$ cat src/rtl/nfu_pkg.sv
// Shared definitions for the NFU issue path: FSM state encoding and pipeline/credit defaults.
package nfu_pkg;

   typedef enum logic [1:0] {
      IDLE  = 2'd0,
      RUN   = 2'd1,
      DRAIN = 2'd2,
      DONE  = 2'd3
   } nfu_state_e;

   localparam int NFU_MULT_LAT = 3;
   localparam int NFU_CREDITS  = 8;

   // Bits needed to hold the values 0..max_val inclusive.
   function automatic int nfu_cnt_w(input int max_val);
      return $clog2(max_val + 1);
   endfunction

endpackage

$ cat src/rtl/nfu_valid_pipe.sv
// Valid-bit shift register tracking buffer-read and multiplier latency; every stage is exposed.
module nfu_valid_pipe #(
   parameter int DEPTH = 4
) (
   input  logic             clk,
   input  logic             rst_n,
   input  logic             din_i,
   output logic [DEPTH-1:0] taps_o
);

   logic [DEPTH-1:0] taps_q;

   always_ff @(posedge clk) begin
      if (!rst_n) begin
         taps_q <= '0;
      end else begin
         taps_q <= {taps_q[DEPTH-2:0], din_i};
      end
   end

   assign taps_o = taps_q;

endmodule

$ cat src/rtl/nfu1_issue_ctrl.sv
// NFU-1 tile issue controller: credit-gated NBin/SB reads with valid alignment to NFU-1/NFU-2.
// Optional stall-cycle counter enabled by defining NFU1_PERF_CNT_EN.
module nfu1_issue_ctrl
   import nfu_pkg::*;
#(
   parameter int BIT_WIDTH = 16,
   parameter int Tn        = 16,
   parameter int MULT_LAT  = NFU_MULT_LAT,
   parameter int CREDITS   = NFU_CREDITS,
   parameter int CNT_W     = 16,
   parameter int ADDR_W    = 10
) (
   input  logic              clk,
   input  logic              rst_n,
   input  logic              i_start,
   input  logic [CNT_W-1:0]  i_num_tiles,
   input  logic [ADDR_W-1:0] i_nbin_base,
   input  logic [ADDR_W-1:0] i_sb_base,
   output logic              o_nbin_rd_en,
   output logic [ADDR_W-1:0] o_nbin_addr,
   output logic              o_sb_rd_en,
   output logic [ADDR_W-1:0] o_sb_addr,
   output logic              o_nfu1_valid,
   output logic              o_nfu2_valid,
   input  logic              i_credit_ret,
   output logic              o_busy,
   output logic              o_done
`ifdef NFU1_PERF_CNT_EN
   ,output logic [31:0]      o_stall_cycles
`endif
);

   localparam int CRD_W  = nfu_cnt_w(CREDITS);
   localparam int PIPE_D = 1 + MULT_LAT;

   if (BIT_WIDTH < 1 || Tn < 1 || MULT_LAT < 1 || CREDITS < 1) begin : g_bad_cfg
      $error("nfu1_issue_ctrl: invalid parameter set");
   end

   nfu_state_e        state_q;
   logic [CNT_W-1:0]  k_q;
   logic [CNT_W-1:0]  num_tiles_q;
   logic [ADDR_W-1:0] nbin_addr_q;
   logic [ADDR_W-1:0] sb_addr_q;
   logic [CRD_W-1:0]  credit_q;
   logic [CRD_W-1:0]  credit_d;
   logic [PIPE_D-1:0] taps;
   logic              issue;
   logic              last_tile;

   assign issue     = (state_q == RUN) && (credit_q != '0);
   assign last_tile = (k_q == num_tiles_q - CNT_W'(1));

   // Simultaneous issue and return cancel; returns beyond full are dropped.
   always_comb begin
      credit_d = credit_q;
      unique case ({issue, i_credit_ret})
         2'b10:   credit_d = credit_q - CRD_W'(1);
         2'b01:   if (credit_q < CRD_W'(CREDITS)) credit_d = credit_q + CRD_W'(1);
         default: credit_d = credit_q;
      endcase
   end

   always_ff @(posedge clk) begin
      if (!rst_n) begin
         state_q     <= IDLE;
         k_q         <= '0;
         num_tiles_q <= '0;
         nbin_addr_q <= '0;
         sb_addr_q   <= '0;
         credit_q    <= CRD_W'(CREDITS);
      end else begin
         credit_q <= credit_d;
         unique case (state_q)
            IDLE: begin
               if (i_start) begin
                  num_tiles_q <= i_num_tiles;
                  nbin_addr_q <= i_nbin_base;
                  sb_addr_q   <= i_sb_base;
                  k_q         <= '0;
                  state_q     <= (i_num_tiles == '0) ? DONE : RUN;
               end
            end
            RUN: begin
               if (issue) begin
                  k_q         <= k_q + CNT_W'(1);
                  nbin_addr_q <= nbin_addr_q + ADDR_W'(1);
                  sb_addr_q   <= sb_addr_q + ADDR_W'(1);
                  if (last_tile) state_q <= DRAIN;
               end
            end
            DRAIN: begin
               if (taps == '0) state_q <= DONE;
            end
            DONE: begin
               state_q <= IDLE;
            end
            default: state_q <= IDLE;
         endcase
      end
   end

   nfu_valid_pipe #(
      .DEPTH (PIPE_D)
   ) u_valid_pipe (
      .clk    (clk),
      .rst_n  (rst_n),
      .din_i  (issue),
      .taps_o (taps)
   );

`ifdef NFU1_PERF_CNT_EN
   logic [31:0] stall_q;

   always_ff @(posedge clk) begin
      if (!rst_n) begin
         stall_q <= '0;
      end else if (state_q == IDLE && i_start) begin
         stall_q <= '0;
      end else if (state_q == RUN && credit_q == '0 && stall_q != '1) begin
         stall_q <= stall_q + 32'd1;
      end
   end

   assign o_stall_cycles = stall_q;
`endif

   assign o_nbin_rd_en = issue;
   assign o_sb_rd_en   = issue;
   assign o_nbin_addr  = issue ? nbin_addr_q : '0;
   assign o_sb_addr    = issue ? sb_addr_q : '0;
   assign o_nfu1_valid = taps[0];
   assign o_nfu2_valid = taps[PIPE_D-1];
   assign o_busy       = (state_q == RUN) || (state_q == DRAIN);
   assign o_done       = (state_q == DONE);

endmodule

$ cat config.mk
export PLATFORM = sky130hd
export DESIGN_NAME = nfu1_issue_ctrl
export DESIGN_NICKNAME = d
export VERILOG_FILES = /design/src/rtl/nfu_pkg.sv /design/src/rtl/nfu_valid_pipe.sv /design/src/rtl/nfu1_issue_ctrl.sv
export SDC_FILE = /design/constraint.sdc
export NUM_CORES = 1
export LEC_CHECK = 0
export ABC_CLOCK_PERIOD_IN_PS = 2400
export BUFFER_PORTS_ARGS = -buffer_cell sky130_fd_sc_hd__buf_2
export CORE_ASPECT_RATIO = 0.6
export CORE_MARGIN = 5
export CORE_UTILIZATION = 23
export DETAILED_ROUTE_END_ITERATION = 8
export PLACE_DENSITY_LB_ADDON = 0.08
export SLEW_MARGIN = 20
export SYNTH_ARGS = -nofsm -noshare
export SYNTH_HDL_FRONTEND = slang
export SYNTH_SLANG_ARGS = --single-unit
$ cat constraint.sdc
create_clock -name clk -period 2.4 [get_ports clk]
set_clock_uncertainty 0.05 [all_clocks]
set_input_delay 0.24 -clock clk [delete_from_list [all_inputs] [get_ports clk]]
set_output_delay 0.24 -clock clk [all_outputs]
set_load 0.01 [all_outputs]
[After elaboration in Yosys (flattened, before gate mapping)]
Cells that the tools add are included.
Word-level totals
  flip-flop bits (word level): 62
  input port bits: 40
  output and inout bits: 26
  word-level logic and storage cells: 56
Cells by class
  add/subtract/negate cells: 6
  magnitude comparators: 1
  equal/unequal tests: 11
  mux-type cells: 19
  reductions and logical operators: 12
Operators with widths (number)
  $mux W10: 6
  $pmux W10 S2: 2
  $mux W16: 2
  $pmux W16 S2: 1
  $add A10 B1 Y10 const B: 2
  $add A16 B1 Y16 const B: 1
  $eq A16 B16 Y1: 1
  $logic_not A16 Y1: 1
  $sub A16 B1 Y16 const B: 1
  $mux W2: 5
  $ne A2 B2 Y1 const B: 5
  $pmux W2 S4: 1
  $pmux W4 S2: 1
  $eq A2 B2 Y1 const B: 3
  $add A4 B1 Y4 const B: 1
  $eq A2 B1 Y1 const B: 2
  $logic_not A4 Y1: 1
  $lt A4 B4 Y1 const B: 1
  $mux W4: 1
  $reduce_and A2 Y1: 2
  $reduce_and A4 Y1: 1
  $reduce_bool A2 Y1: 2
  $reduce_bool A4 Y1: 1
  $sub A4 B1 Y4 const B: 1
  other kinds (4): 4

[Longest topological paths before layout]
Gate-level depths: netlist of run 1.
  word-level depth: 5
  mapped depth: 12
  mapped depth without buffers: 10

[Cells and area by module]
From an unflattened synthesis of run 1, not the netlist that was laid out.
Second synthesis, totals
  cells, all modules: 473
  area total of the unflattened synthesis: 3676.0 um2
By module, submodules not included
  nfu1_issue_ctrl: instances 1, cells each 465, area each 3570.9 um2, seq. area each 1161.1 um2
  nfu_valid_pipe: instances 1, cells each 8, area each 105.1 um2, seq. area each 80.1 um2

[Worst setup path before layout of run 1]
No wires, ideal clock.
  kind: register to register
  start: reg state_q[1]
  end: reg credit_q[3]
  library setup time: 0.133 ns
  arrival: 2.395 ns
  required time: 2.217 ns
  setup slack: -0.178 ns
  stages on the path, launching flop included: 13
  path buffers: 2
  clock period less this slack: 2.578 ns
  cells stage by stage: dfxtp_1 > inv_1 > ha_1 > inv_1 > clkbuf_1 > clkbuf_1 > o21ai_0 > ha_1 > a21o_1 > a21oi_1 > nor2_1 > o21ai_0 > nand4b_1
Between the ends
  longest elaborated chain between the ends: 5
  elaborated cells between the ends (all ways): 8
  classes of those cells: 4 x eq/ne; 1 x mux; 3 x reduce/logical
Ends and longest elaborated chain
  from (decl): line nfu1_issue_ctrl.sv:40  | nfu_state_e state_q;
  from (signal assigned): line nfu1_issue_ctrl.sv:81  | state_q <= (i_num_tiles == '0) ? DONE : RUN;
  $eq A2 B1 Y1 *: line nfu1_issue_ctrl.sv:51  | assign issue = (state_q == RUN) && (credit_q != '0);
  $logic_and A1 B1 Y1 *: line nfu1_issue_ctrl.sv:51
  $eq A2 B1 Y1 / $eq A2 B2 Y1 (equally long branches): line nfu1_issue_ctrl.sv:57  | unique case ({issue, i_credit_ret})
  $ne A2 B2 Y1 (no source line) / $reduce_bool A2 Y1 (equally long branches)
  $reduce_and A2 Y1 (no source line)
  to (signal assigned): line nfu1_issue_ctrl.sv:71  | credit_q <= CRD_W'(CREDITS);
  to (signal assigned): line nfu1_issue_ctrl.sv:73  | credit_q <= credit_d;
  to (decl): line nfu1_issue_ctrl.sv:45  | logic [CRD_W-1:0] credit_q;
Every way passes the cells marked *; elsewhere a longest branch is shown, timed or not.
A chain may end at the register's enable or synchronous reset.

[Worst setup path after layout of run 1]
  start: reg num_tiles_q[2]
  end: reg state_q[0]
Between the ends
  longest elaborated chain between the ends: 4
Ends and longest elaborated chain
  from (decl): line nfu1_issue_ctrl.sv:42  | logic [CNT_W-1:0] num_tiles_q;
  from (signal assigned): line nfu1_issue_ctrl.sv:77  | num_tiles_q <= i_num_tiles;
  $sub A16 B1 Y16: line nfu1_issue_ctrl.sv:52  | assign last_tile = (k_q == num_tiles_q - CNT_W'(1));
  $eq A16 B16 Y1: line nfu1_issue_ctrl.sv:52
  $ne A2 B2 Y1 (no source line)
  $reduce_and A4 Y1 (no source line)
Every way passes these cells.

==> results of run 1 <==
-- worst max-delay path, cell delays in order, from the launching register on --
cell	delay, ns
dfxtp_1	0.38
or4_4	0.58
nor4_4	0.25
xnor2_1	0.18
a221oi_2	0.09
a41o_1	0.22
a31oi_2	0.20
mux2i_1	0.20
-- cells in the mapped netlist (2+ instances only) --
master / instances / share of area
a211oi_1: 12 / 0.025
a21o_1: 2 / 0.0042
a21oi_1: 46 / 0.064
a22oi_1: 2 / 0.0042
and2_1: 21 / 0.037
and3_1: 2 / 0.0035
clkbuf_1: 24 / 0.025
dfxtp_1: 62 / 0.35
ha_1: 11 / 0.038
inv_1: 15 / 0.016
mux2i_1: 6 / 0.017
nand2_1: 56 / 0.059
nand3_1: 16 / 0.022
nand4_1: 12 / 0.021
nor2_1: 32 / 0.033
nor2b_1: 2 / 0.0035
nor3_1: 20 / 0.028
nor3b_1: 3 / 0.0063
nor4_1: 8 / 0.014
o21ai_0: 24 / 0.033
o22ai_1: 8 / 0.014
o2bb2ai_1: 6 / 0.015
o32ai_1: 4 / 0.0098
or3_1: 4 / 0.0070
xnor2_1: 19 / 0.046
xor2_1: 13 / 0.032
-- worst paths after layout --
path,startpoint,to,slack [ns],cells after the start
worst min-delay path,i_num_tiles[14],num_tiles_q[14],0.10,3
worst min register to register,u_valid_pipe.taps_o[2],u_valid_pipe.taps_o[3],0.41,1
worst max-delay path,num_tiles_q[2],state_q[0],0.18,7
worst max register to register,num_tiles_q[2],state_q[0],0.18,7
-- report_power, final --
| group | leakage [nW] | internal (W) | switching (W) |
|---|---|---|---|
| clock network | 0.141 | 0.000823 | 0.000479 |
| logic | 1.09 | 0.000829 | 0.00112 |
| registers | 0.507 | 0.00122 | 0.000219 |
| total | 1.74 | 0.00288 | 0.00182 |
-- state kept, by name, summed over array words and instances (netlist names) --
signal,flops
credit_q,4
nbin_addr_q,10
u_valid_pipe.taps_o,4
k_q,16
state_q,2
sb_addr_q,10
num_tiles_q,16
-- kinds of logic (layout without fill, tap and decap cells) --
group | after synthesis | in the layout
and+or+nand+nor | 185 | 185
AOI/OAI and AO/OA | 120 | 120
DFF | 62 | 62
buffers and inverters | 42 | 115
xor gates and xnor gates | 32 | 32
adders and majority gates | 12 | 12
muxes | 6 | 6
-- stage by stage --
step / util / power (W) / cell area [sq um] / instances / hold WS, ns
after global placement: 0.276 / 0.00337 / 4230 / 720 / 0.384
final: 0.297 / 0.00469 / 4550 / 735 / 0.102
after detailed placement: 0.276 / 0.00339 / 4230 / 720 / 0.400
after global routing: 0.297 / 0.00506 / 4550 / 735 / 0.108
after floorplan: - / 0.00276 / 3600 / 459 / 0.326
after CTS: 0.295 / 0.00473 / 4530 / 735 / 0.0938
-- routing by layer --
layer / GRT usage / vias up / share of wire
met5: 0 / - / 0
met4: 0.0322 / 0 / 0.0073
met3: 0.0295 / 5 / 0.040
met2: 0.168 / 65 / 0.38
met1: 0.219 / 1629 / 0.58
li1: - / 1785 / -
-- what timing repair did --
action / 4_1_cts / 5_1_grt
pin swaps: 0 / 0
gates resized for setup: 2 / 6
setup endpoints to repair: 13 / 15
-- area by class of cell --
cell class,count,area (sq um),area share
repair buffers,84,488,0.107
clock inverters,4,47.5,0.0104
clock buffers,11,243,0.0533
flip-flops and latches,62,1240,0.273
well taps,203,254,0.0558
multi-input cells,355,2220,0.487
inverters,16,60.1,0.0132
==> metrics.txt, run 1 <==
synth warn 0; GRT Residual Overflow 0; first drt pass iteration count 4; P&R area growth vs syn 26.8%; arrival time of the worst setup path 2.43 ns; Post-synth top flop dfxtp_1; CTS Buf Count 9; Nets 580; worst-margin pin slew 0.623 ns; layout cells sized above 1 0.211; row count 35; post-place setup slack 0.104 ns; Synth Area in Compound Gates 0.211; largest family of logic cells by synthesized area simple AND/OR/NAND/NOR gates; final WL 11700 um; vias 3484; Routability Congestion 0.752; Fin. Hold Viols 0; first-pass GRT wire length 18800 um; Hold Path Class input port to flip-flop; Clock Sinks 62; HPWL after detailed placement 8840 um; xor-xnor portion of the synthesized cell area 0.0781; Pwr Density 1030 nW/um^2; Layout fillers 1686; Post-Synth Adder-Cell Area 0.0439; Worst-path clk slew 0.06 ns; Die H 107 um; DRC viols 0; post-CTS setup buffers 0; Ant. Diodes 0; TritonCTS clock tree built; commonest non-fill, non-tap cells in the layout 65 x buf_2, 62 x dfxtp_1, 56 x nand2_1; Post-synth EDFFs 0; synthesized netlist net count 511; antenna violations before repair 0; initial drt markers 194; minimum clock period 2.22 ns; Final ANT Viol Nets 0; GRT Resource Usage Total 0.133; CTS Hold Bufs 0; critical path endpoint category flip-flop; Max VDD drop 0.370 mV; Cells after Synth 459; Initial Utilization 0.234; # setup viols final 0; vias per inst 4.74; startpoint types flip-flop; status finished, final reports clean; commonest non-fill, non-tap cell in the layout buf_2; WP data required 2.61 ns; unrepaired setup endpoints after global routing false; Die ar. 18300 sq um; CTS root buf clkbuf_16; I/O Pins 66; synthesized area 3590 sq um; fin. max-slew vios 0; core box area 15300 sq um; Distinct cells, synth 55; vias in the first global route 3296; H-tree depth 3; fmax 450 MHz; Static Leak 1.74 nW; Avg Cell Area, Syn 7.82 sq um; mux share of post-synthesis cell area 0.0167; IO Port Bufs 65; critical path fanouts, max 7; simple-gate share of the synthesized area 0.260; routed length per instance 16.0 um; clk_lat worst skew 0.33 ns; Seq cells post-synth 62; asr flop ratio synth 0; Setup WS post-layout 0.179 ns; register area share after synthesis 0.346; setup TNS 0 ns; Max Cap Violations 0; die width 171 um; largest net degree at the start of global routing 35; Crit Path Class flip-flop to flip-flop; Tcrit/Tclk final 0.925; Slew headroom 0.585; CTS max path bufs 2
No activity file was read; power rests on OpenSTA's default activity.
==> inputs of run 2 (changes only) <==
CELL_PAD_IN_SITES_DETAIL_PLACEMENT = 1   (was default)
CELL_PAD_IN_SITES_GLOBAL_PLACEMENT = 1   (was default)
==> metrics.txt, run 2 (synthesis results as in run 1) <==
CTS root buf clkbuf_16; GRT Resource Usage Total 0.142; minimum clock period 2.30 ns; CTS max path bufs 2; Worst-path clk slew 0.05 ns; slowest cell on the critical path or4_4; vias in the first global route 3828; CP Buf/Inv Count 1; register area 1240 sq um; Tcrit/Tclk final 0.960; Layout Cells excl Fill 742; status finished, final reports clean; routed length per instance 16.8 um; critical path fanouts, max 7; vias 3548; final instance area 4600 sq um; CP Cell Sequence or4_4 > nor4_4 > buf_4 > xnor2_1 > a221oi_2 > a41o_1 > a31oi_4 > mux2i_1; commonest non-fill, non-tap cell in the layout buf_2; HPWL after detailed placement 9480 um; Max VDD drop 0.339 mV; delay-heaviest family, CP simple AND/OR/NAND/NOR gates; GRT Residual Overflow 0; TritonCTS clock tree built; Placed Instances 723; Static Leak 1.76 nW; antenna violations before repair 0; Ant. Diodes 0; Crit Path Class flip-flop to flip-flop; Slew headroom 0.494; startpoint types flip-flop; CTS Hold Bufs 0; # setup viols final 0; die width 171 um; footprint of the multi-input gates 2250 sq um; I/O Pins 66; CTS Buf Count 9; fmax 434 MHz; commonest non-fill, non-tap cells in the layout 65 x buf_2, 60 x dfxtp_1, 56 x nand2_1; worst reg2reg path startpoint num_tiles_q[2]; H-tree depth 3; Die H 107 um; Hold Path Class input port to flip-flop; Pwr Density 1030 nW/um^2; Layout fillers 1874; biggest registers after layout k_q: 16 flops, num_tiles_q: 16 flops; arrival time of the worst setup path 2.50 ns; Die ar. 18300 sq um; WP data required 2.60 ns; vias per inst 4.78; Nets 586; first-pass GRT wire length 20700 um; initial drt markers 118; largest net degree at the start of global routing 31; Fin. Hold Viols 0; first drt pass iteration count 4; Initial Utilization 0.234; layout cells sized above 1 0.224; worst-margin pin slew 0.749 ns; HP Start i_num_tiles[3]; unrepaired setup endpoints after global routing true; fin. max-slew vios 0; slowest cell delay on critical path 0.57 ns; Max Cap Violations 0; total power 0.00475 W; row count 35; final WL 12400 um; P&R area growth vs syn 28.2%; Routability Congestion 0.776; instance area at placement 4240 sq um; DRC viols 0; minimum hold slack 0.114 ns; Final ANT Viol Nets 0; clk_lat worst skew 0.33 ns; Clock Sinks 62; core box area 15300 sq um; crit path launch num_tiles_q[2]; critical path endpoint category flip-flop; IO Port Bufs 65
[run 2: worst reg2reg max path: stages (launching register included)]
cell,delay [ns]
dfxtp_2,0.36
or4_4,0.57
nor4_4,0.21
buf_4,0.17
xnor2_1,0.13
a221oi_2,0.09
a41o_1,0.24
a31oi_4,0.20
mux2i_1,0.20
[run 2: path summary, 6_finish.rpt]
kind | endpoint | slack, ns | depth (start not counted)
max reg2reg | state_q[1] | 0.1 | 8
min | num_tiles_q[3] | 0.11 | 3
max | state_q[1] | 0.1 | 8
min reg2reg | u_valid_pipe.taps_o[2] | 0.42 | 1
[run 2: through the flow]
step	setup slack, ns	util	TNS [ns]
floorplan	0.0113	-	0
global placement	0.101	0.277	0
detailed placement	0.0740	0.277	0
CTS	0.0203	0.296	0
global route	-0.0241	0.300	-0.0414
finish	0.0958	0.300	0
[run 2: routing by layer]
metal	vias to the layer above	share of wire	track usage
li1	1797	-	-
met1	1701	0.57	0.224
met2	45	0.40	0.194
met3	5	0.026	0.0339
met4	0	0.0043	0.0249
met5	-	0	0
[run 2: timing repair]
| item | in CTS | in global routing |
|---|---|---|
| buffers inserted | 0 | 3 |
| hold endpoints to repair | 0 | 0 |
| setup endpoints to repair | 15 | 18 |
| resized for setup | 2 | 10 |
| pin swaps | 0 | 1 |
[run 2: power breakdown]
| part | internal [W] | leakage (nW) | switching (W) |
|---|---|---|---|
| Sequential | 0.00122 | 0.508 | 0.000239 |
| Combinational | 0.000856 | 1.12 | 0.00116 |
| Clock | 0.000801 | 0.137 | 0.000470 |
[run 2: area by class of cell]
type	count	share of cell area
Clock buffer	12	0.0514
Clock inverter	4	0.0103
Inverter	16	0.0130
Multi-Input combinational cell	355	0.488
Sequential cell	62	0.270
Tap cell	203	0.0552
Timing Repair Buffer	90	0.111
